### src/rtl/fetch_unit.sv
// -----------------------------------------------------------------------------
// fetch_unit
//
// Instruction fetch stage for the single-cycle datapath. It owns the fetch PC
// and issues one word read at a time to instruction memory. Returned words are
// stored with their PCs in a small prefetch queue, and the queue head is
// presented to the datapath. A redirect from the datapath flushes the queue and
// restarts fetch at the new target.
//
// Parameters:
//   DEPTH     prefetch queue entries (power of two, >= 2)
//   RESET_PC  fetch address loaded on reset (word aligned)
//
// Ports:
//   clk          clock; all state updates on the rising edge
//   rst          asynchronous active-low reset
//   imem_req     read request, held with imem_addr until imem_ack
//   imem_addr    word address of the outstanding request
//   imem_ack     memory returns imem_rdata this cycle
//   imem_rdata   returned instruction word
//   redirect     one-cycle branch/jump pulse from the datapath
//   redirect_pc  new fetch target, sampled when redirect = 1
//   inst_valid   queue head holds a valid instruction
//   inst         queue head instruction word
//   inst_pc      PC of the queue head instruction
//   inst_ready   datapath consumes the head this cycle
//   misalign     sticky misaligned-redirect flag
//
// Build option:
//   FETCH_ALIGN_CHECK_EN  when defined, a redirect to a non-word-aligned target
//                         sets misalign and halts fetch until reset. When not
//                         defined, the low two target bits are cleared and
//                         misalign is tied to 0.
// -----------------------------------------------------------------------------
module fetch_unit #(
  parameter int          DEPTH    = 2,
  parameter logic [31:0] RESET_PC = 32'h0000_0000
) (
  input  logic        clk,
  input  logic        rst,
  output logic        imem_req,
  output logic [31:0] imem_addr,
  input  logic        imem_ack,
  input  logic [31:0] imem_rdata,
  input  logic        redirect,
  input  logic [31:0] redirect_pc,
  output logic        inst_valid,
  output logic [31:0] inst,
  output logic [31:0] inst_pc,
  input  logic        inst_ready,
  output logic        misalign
);

  localparam int            AW   = $clog2(DEPTH);
  localparam logic [AW:0]   FULL = (AW+1)'(DEPTH);

  typedef enum logic [1:0] {
    IDLE,     // no request outstanding
    WAIT,     // request outstanding, data will be queued
    DISCARD   // request outstanding, data will be dropped
  } state_t;

  state_t        state, state_d;
  logic [31:0]   fetch_pc, fetch_pc_d;
  logic [31:0]   addr_d;
  logic [31:0]   target;
  logic [AW:0]   count, count_pp;
  logic [AW-1:0] wr_ptr, rd_ptr;
  logic [31:0]   pc_q   [DEPTH];
  logic [31:0]   data_q [DEPTH];
  logic          push, pop, flush;

`ifdef FETCH_ALIGN_CHECK_EN
  logic misalign_q;

  assign target   = redirect_pc;
  assign misalign = misalign_q;

  always_ff @(posedge clk or negedge rst) begin
    if (!rst)
      misalign_q <= 1'b0;
    else if (redirect && (redirect_pc[1:0] != 2'b00))
      misalign_q <= 1'b1;
  end
`else
  assign target   = redirect_pc & 32'hFFFF_FFFC;
  assign misalign = 1'b0;
`endif

  // A request is outstanding in every state except IDLE.
  assign imem_req   = (state != IDLE);
  assign inst_valid = (count != '0);
  assign inst       = data_q[rd_ptr];
  assign inst_pc    = pc_q[rd_ptr];
  assign pop        = inst_valid & inst_ready;

  // Occupancy after a push in this cycle, accounting for a same-cycle pop.
  assign count_pp = count + {{AW{1'b0}}, 1'b1} - {{AW{1'b0}}, pop};

  always_comb begin
    // NOTE: every signal written here gets a default first, so no path through
    // the case statement can leave one unassigned and infer a latch.
    state_d    = state;
    fetch_pc_d = fetch_pc;
    addr_d     = imem_addr;
    push       = 1'b0;
    flush      = 1'b0;

    if (redirect) begin
      // Redirect overrides push, pop and the normal FSM flow.
      flush      = 1'b1;
      fetch_pc_d = target;
      if (imem_req && !imem_ack)
        state_d = DISCARD;
      else
        state_d = IDLE;
    end else begin
      unique case (state)
        IDLE: begin
          if (count < FULL && !misalign) begin
            state_d = WAIT;
            addr_d  = fetch_pc;
          end
        end
        WAIT: begin
          if (imem_ack) begin
            push       = 1'b1;
            fetch_pc_d = fetch_pc + 32'd4;
            // Chain the next request without a bubble while a slot remains.
            if (count_pp < FULL)
              addr_d = fetch_pc + 32'd4;
            else
              state_d = IDLE;
          end
        end
        DISCARD: begin
          if (imem_ack)
            state_d = IDLE;
        end
        default: state_d = IDLE;
      endcase
    end
  end

  always_ff @(posedge clk or negedge rst) begin
    if (!rst) begin
      state     <= IDLE;
      fetch_pc  <= RESET_PC;
      imem_addr <= RESET_PC;
      count     <= '0;
      wr_ptr    <= '0;
      rd_ptr    <= '0;
      // NOTE: the queue storage is reset too, because the head is visible on
      // inst/inst_pc and must read as zero out of reset; it is only DEPTH words.
      for (int i = 0; i < DEPTH; i++) begin
        pc_q[i]   <= '0;
        data_q[i] <= '0;
      end
    end else begin
      // NOTE: state registers use non-blocking assignments so every flop
      // samples pre-edge values regardless of statement order.
      state     <= state_d;
      fetch_pc  <= fetch_pc_d;
      imem_addr <= addr_d;
      if (flush) begin
        count  <= '0;
        wr_ptr <= '0;
        rd_ptr <= '0;
      end else begin
        if (push) begin
          pc_q[wr_ptr]   <= fetch_pc;
          data_q[wr_ptr] <= imem_rdata;
          wr_ptr         <= wr_ptr + 1'b1;
        end
        if (pop)
          rd_ptr <= rd_ptr + 1'b1;
        count <= count + {{AW{1'b0}}, push} - {{AW{1'b0}}, pop};
      end
    end
  end

endmodule

### config.mk
export PLATFORM = sky130hd
export DESIGN_NAME = fetch_unit
export DESIGN_NICKNAME = d
export VERILOG_FILES = /design/src/rtl/fetch_unit.sv
export SDC_FILE = /design/constraint.sdc
export NUM_CORES = 1
export LEC_CHECK = 0
export CAP_MARGIN = 10
export CORE_MARGIN = 3
export CORE_UTILIZATION = 48
export CTS_BUF_LIST = sky130_fd_sc_hd__clkbuf_4 sky130_fd_sc_hd__clkbuf_8 sky130_fd_sc_hd__clkbuf_16
export DETAILED_ROUTE_END_ITERATION = 7
export PLACE_DENSITY = 0.73
export SKIP_CTS_REPAIR_TIMING = 1
export SKIP_LAST_GASP = 1
export SYNTH_ARGS = -nofsm -noshare
export SYNTH_HDL_FRONTEND = slang
export SYNTH_SLANG_ARGS = --single-unit
### constraint.sdc
create_clock -name clk -period 1.6 [get_ports clk]
set_input_delay 0.16 -clock clk [delete_from_list [all_inputs] [get_ports clk]]
set_output_delay 0.16 -clock clk [all_outputs]
set_load 0.01 [all_outputs]
==> flow_metrics.env, run 1 <==
export IMPL_grt_first_pass_wirelength_mm=36.7
export IMPL_layout_drive_gt1_share=0.476
export IMPL_cts_sinks=190
export IMPL_synth_area_leaders="dfrtp_1, mux2_2, nand2_1"
export IMPL_cts_tree="yes"
export IMPL_avgRoutedWirePerCell_um=23.5
export IMPL_cp_max_fo=37
export IMPL_endpoint_kind="output pin"
export IMPL_postSynthCellCount=760
export IMPL_netlist_area_leader_share=0.526
export IMPL_grt_max_degree=53
export IMPL_tns_ns=-61.76
export IMPL_portBuffers=160
export IMPL_die_w_um=143
export IMPL_period_share=1.34
export IMPL_antenna_found_initial=1
export IMPL_grt_pass1_vias=6978
export IMPL_synth_seq_area_share=0.526
export IMPL_synthArstFlopShare=1.00
export IMPL_hold_viol_final=0
export IMPL_synth_edff_count=0
export IMPL_worstPathRequired_ns=1.44
export IMPL_vias=7413
export IMPL_dpl_hpwl_mm=16.2
export IMPL_hold_class="input port to register"
export IMPL_overflow=0
export IMPL_syn_area_mm2=0.00904
export IMPL_met1_usage=0.310
export IMPL_fin_nets=1110
export IMPL_startpoint_type="register"
export IMPL_use_met3=0.0405
export IMPL_worstMarginPinSlew_ns=0.514
export IMPL_ys_warn_count=0
export IMPL_grt_most_used_layer="met2"
export IMPL_cts_buffer_depth=2
export IMPL_power_leakage_nw=6.37
export IMPL_crit_arrival_ns=1.99
export IMPL_cts_root_buf="clkbuf_16"
export IMPL_gp_congestion=0.845
export IMPL_drt_wl_total_mm=30.0
export IMPL_pin_count=168
export IMPL_syn_to_final_growth_pct=54.2
export IMPL_peakVddDrop_mv=1.06
export IMPL_num_rows=49
export IMPL_final_cells=1279
export IMPL_rsz0062_at_grt="true"
export IMPL_drt_first_iter_violations=499
export IMPL_drv_cap=0
export IMPL_setup_violations=249
export IMPL_grt_total_usage=0.226
export IMPL_ys_types=43
export IMPL_crit_type="register to output pin"
export IMPL_regArea_mm2=0.00476
export IMPL_numCtsBuffers=17
export IMPL_syn_avg_cell_area_um2=11.9
export IMPL_synth_seq_cells=190
export IMPL_drtAntennaViolNets=0
export IMPL_run_status="complete, but fails checks"
export IMPL_dpl_worst_slack_ns=-0.397
export IMPL_core_mm2=0.0182
export IMPL_violations="negative setup slack"
export IMPL_finalCriticalPeriod_ns=2.15
export IMPL_synth_top_cell_by_area="dfrtp_1"
export IMPL_clk_pin_slew_worst_paths_ns=0.07
export IMPL_ys_flop_type="dfrtp_1"
export IMPL_initial_core_util=0.497
export IMPL_die_h_um=143
export IMPL_slew_limit_headroom=0.657
export IMPL_fin_ws_ns=-0.551
export IMPL_multi_input_area_mm2=0.00485
export IMPL_dp_cells=1180
export IMPL_cellPowerDensity_mw_per_mm2=1670
export IMPL_fillers=1032
export IMPL_via_per_inst=5.80
export IMPL_fmax_ghz=0.465
export IMPL_slew_violations=0
export IMPL_drtPass1Iterations=5
export IMPL_use_met2=0.373
export IMPL_dieArea_mm2=0.0205
export IMPL_drcViolationCount=0
export IMPL_fin_worst_skew_ns=0.0129
export IMPL_cts_max_level=4
export IMPL_clk_latency_ns=0.45
## flip-flops by register name, summed over array words and instances, names as in the netlist
register / count
data_q: 64
pc_q: 60
fetch_pc: 30
imem_addr: 30
count: 2
state: 2
rd_ptr: 1
wr_ptr: 1
## area by class of cell
| type | count | area share |
|---|---|---|
| tap | 229 | 0.0206 |
| multi-input combinational | 506 | 0.348 |
| timing repair buffer | 318 | 0.245 |
| clock inverter | 9 | 0.00987 |
| clock buffer | 21 | 0.0336 |
| antenna | 1 | 0.000180 |
| inverter | 5 | 0.00135 |
| sequential | 190 | 0.342 |
## final timing paths
check,to,slack (ns),cells after the start,start
worst max-delay path,inst_pc[2],-0.55,3,rd_ptr$_DFFE_PN0P_
worst min-delay path,wr_ptr$_DFFE_PN0P_,0.18,3,redirect
worst max register to register,data_q[22]$_DFFE_PN0P_,-0.29,6,state[1]$_DFFE_PN0P_
worst min register to register,imem_addr[14]$_DFFE_PN0P_,0.49,2,imem_addr[14]$_DFFE_PN0P_
max in group asynchronous,data_q[58]$_DFFE_PN0P_,0.72,3,rst
min in group asynchronous,data_q[41]$_DFFE_PN0P_,0.24,2,rst
## metrics by stage
stage / util / total power, W / hold slack, ns / area (um^2)
6_report: 0.766 / 0.0232 / 0.183 / 13900
5_1_grt: 0.766 / 0.0243 / 0.193 / 13900
4_1_cts: 0.674 / 0.0212 / -0.312 / 12300
3_5_place_dp: 0.640 / 0.0167 / 0.153 / 11700
3_3_place_gp: 0.640 / 0.0164 / 0.151 / 11700
2_1_floorplan: - / 0.0123 / -0.136 / 9330
## cells in the final DEF, fill, tap and decap left out, types with 17 or more instances in the layout
master / n
buf_12: 19
buf_4: 95
buf_6: 31
clkbuf_16: 32
clkdlybuf4s50_1: 131
dfrtp_1: 182
mux2_2: 120
mux2_4: 65
nand2_1: 58
nand2_4: 17
nor2_1: 21
o21ai_0: 18
o21ai_1: 30
xnor2_1: 25
xor2_1: 21
## power breakdown
group | leakage, nW | internal (W) | switching (W) | total (W)
registers | 2.37 | 0.00677 | 0.00135 | 0.00812
clock network | 0.284 | 0.00256 | 0.00188 | 0.00444
logic | 3.71 | 0.00653 | 0.00413 | 0.0107
total | 6.37 | 0.0159 | 0.00736 | 0.0232
## cells in the mapped netlist (all sizes together) (4+ instances only)
cell type  number
dfrtp         190
mux2          185
nand2          84
o21ai          61
buf            40
xnor2          32
xor2           28
nor2           27
clkbuf         23
nand4          20
nand3          17
nor3           13
inv             5
nor4            4
## cells by family after synthesis
family,Yosys count,synth area share
xor gates and xnor gates,60,0.0581
DFF,190,0.526
other,1,0.000415
adders and majority gates,3,0.00415
buffers and inverters,68,0.0356
muxes,188,0.234
and+or+nand+nor,183,0.103
AOI/OAI and AO/OA,67,0.0389
## critical path: stages, from the launching register on
cell and delay (ns):
dfrtp_2 0.42, buf_12 0.25, mux2_2 0.36, clkdlybuf4s50_1 0.51
## layer usage
| layer | vias to the layer above | wire (um) |
|---|---|---|
| li1 | 3163 | - |
| met1 | 3820 | 12200 |
| met2 | 351 | 14700 |
| met3 | 79 | 2220 |
| met4 | 0 | 978 |
| met5 | - | 0 |
(Power assumes the default switching activity.)
==> run 2, diff against run 1 <==
Settings changed: CORE_UTILIZATION 48 to 55, PLACE_DENSITY 0.73 to 0.79.
Clock period 1.6 ns to 2.6 ns, I/O delays scaled along.
==> run 2 against run 1 <==
First-iteration DRC count shrank 45%. Clock skew shrank 0.0062 ns. Count of clock-buffer cells in the layout shrank 3. Final cell count shrank 12%. Clock power shrank 40%. The run now ends clean. Global-route usage grew 1.3 points. Non-clock buffer count shrank 137. Critical path depth is the same. Sequential cell count is the same.
==> flow_metrics.env, run 2 (synthesis results as in run 1) <==
export IMPL_run_status="complete, no violations"
export IMPL_layout_drive_gt1_share=0.279
export IMPL_drt_wl_total_mm=21.1
export IMPL_initial_core_util=0.565
export IMPL_overflow=0
export IMPL_finalCriticalPeriod_ns=2.51
export IMPL_crit_arrival_ns=2.25
export IMPL_grt_total_usage=0.239
export IMPL_power_leakage_nw=4.86
export IMPL_fin_worst_skew_ns=0.00664
export IMPL_fin_ws_ns=0.0912
export IMPL_final_cell_mix="dfrtp_1, mux2_2, clkdlybuf4s50_1, nand2_1, o21ai_0"
export IMPL_vias=6238
export IMPL_dpl_worst_slack_ns=0.323
export IMPL_cts_buffer_depth=2
export IMPL_startpoint_type="register"
export IMPL_grt_pass1_vias=6608
export IMPL_final_common_cell="dfrtp_1"
export IMPL_tns_ns=0
export IMPL_hold_viol_final=0
export IMPL_syn_to_final_growth_pct=27.1
export IMPL_clk_latency_ns=0.43
export IMPL_setup_violations=0
export IMPL_antenna_found_initial=0
export IMPL_drtPass1Iterations=5
export IMPL_grt_first_pass_wirelength_mm=34.4
export IMPL_peakVddDrop_mv=0.551
export IMPL_dpl_hpwl_mm=14.8
export IMPL_die_w_um=134
export IMPL_endpoint_kind="output pin"
export IMPL_period_share=0.965
export IMPL_cts_sinks=190
export IMPL_rsz0062_at_grt="false"
export IMPL_dp_cells=1097
export IMPL_final_cells=1130
export IMPL_drv_cap=0
export IMPL_portBuffers=160
export IMPL_clk_pin_slew_worst_paths_ns=0.07
export IMPL_cp_max_fo=28
export IMPL_drtAntennaViolNets=0
export IMPL_slew_violations=0
export IMPL_holdWs_ns=0.199
export IMPL_dieArea_mm2=0.0180
export IMPL_avgRoutedWirePerCell_um=18.7
export IMPL_drcViolationCount=0
export IMPL_fmax_ghz=0.399
export IMPL_reg_top3="data_q x64, pc_q x60"
export IMPL_worstMarginPinSlew_ns=0.559
export IMPL_power_w=0.0125
export IMPL_grt_max_degree=60
export IMPL_via_per_inst=5.52
export IMPL_drt_first_iter_violations=276
export IMPL_cts_max_level=4
export IMPL_largest_reg_flops=64
export IMPL_gp_congestion=0.829
export IMPL_largest_register="data_q"
export IMPL_cts_tree="yes"
export IMPL_num_rows=46
export IMPL_fin_nets=973
export IMPL_antenna_cells=0
export IMPL_slew_limit_headroom=0.628
export IMPL_cts_root_buf="clkbuf_16"
export IMPL_cellPowerDensity_mw_per_mm2=1090
export IMPL_worstPathRequired_ns=2.34
export IMPL_crit_type="register to output pin"
export IMPL_core_mm2=0.0160
export IMPL_die_h_um=134
export IMPL_numCtsBuffers=17
export IMPL_pin_count=168
export IMPL_hold_class="input port to register"
[run 2: metal layers]
layer | global-route usage | wire length, um | vias to the layer above
li1 | - | - | 2895
met1 | 0.311 | 9080 | 3144
met2 | 0.412 | 10700 | 175
met3 | 0.0431 | 1010 | 24
met4 | 0.0741 | 304 | 0
met5 | 0 | 0 | -
[run 2: stage by stage]
step | utilization | instance area (um^2)
6_report | 0.718 | 11500
5_1_grt | 0.718 | 11500
4_1_cts | 0.718 | 11500
3_5_place_dp | 0.680 | 10900
3_3_place_gp | 0.680 | 10900
2_1_floorplan | - | 9060
[run 2: layout make-up]
cell class	instances	area [um^2]
tap	216	270
timing repair buffer	181	1850
clock buffer	18	439
clock inverter	14	164
inverter	5	18.8
sequential	190	4760
multi-input combinational	506	4000
fill	1129	4510
[run 2: worst paths after layout]
check,startpoint,slack [ns],cells after the start,end
worst max-delay path,rd_ptr$_DFFE_PN0P_,0.09,3,inst_pc[27]
worst min-delay path,redirect,0.20,3,state[0]$_DFFE_PN0P_
worst max register to register,fetch_pc[2]$_DFFE_PN0N_,0.52,6,fetch_pc[28]$_DFFE_PN0N_
worst min register to register,imem_addr[16]$_DFFE_PN0P_,0.48,2,imem_addr[16]$_DFFE_PN0P_
max in group asynchronous,rst,1.30,3,data_q[14]$_DFFE_PN0P_
min in group asynchronous,rst,0.34,2,data_q[60]$_DFFE_PN0P_
[run 2: power by group]
| part | total [W] | leakage, nW | switching (W) | internal [W] |
|---|---|---|---|---|
| logic | 0.00495 | 2.18 | 0.00190 | 0.00305 |
| registers | 0.00492 | 2.38 | 0.000764 | 0.00416 |
| clock network | 0.00266 | 0.293 | 0.00113 | 0.00154 |
| total | 0.0125 | 4.86 | 0.00379 | 0.00875 |
[run 2: worst max-delay path, stage by stage (launching register included)]
cell             delay (ns)
dfrtp_2                0.66
buf_12                 0.26
mux2_2                 0.37
clkdlybuf4s50_1        0.51
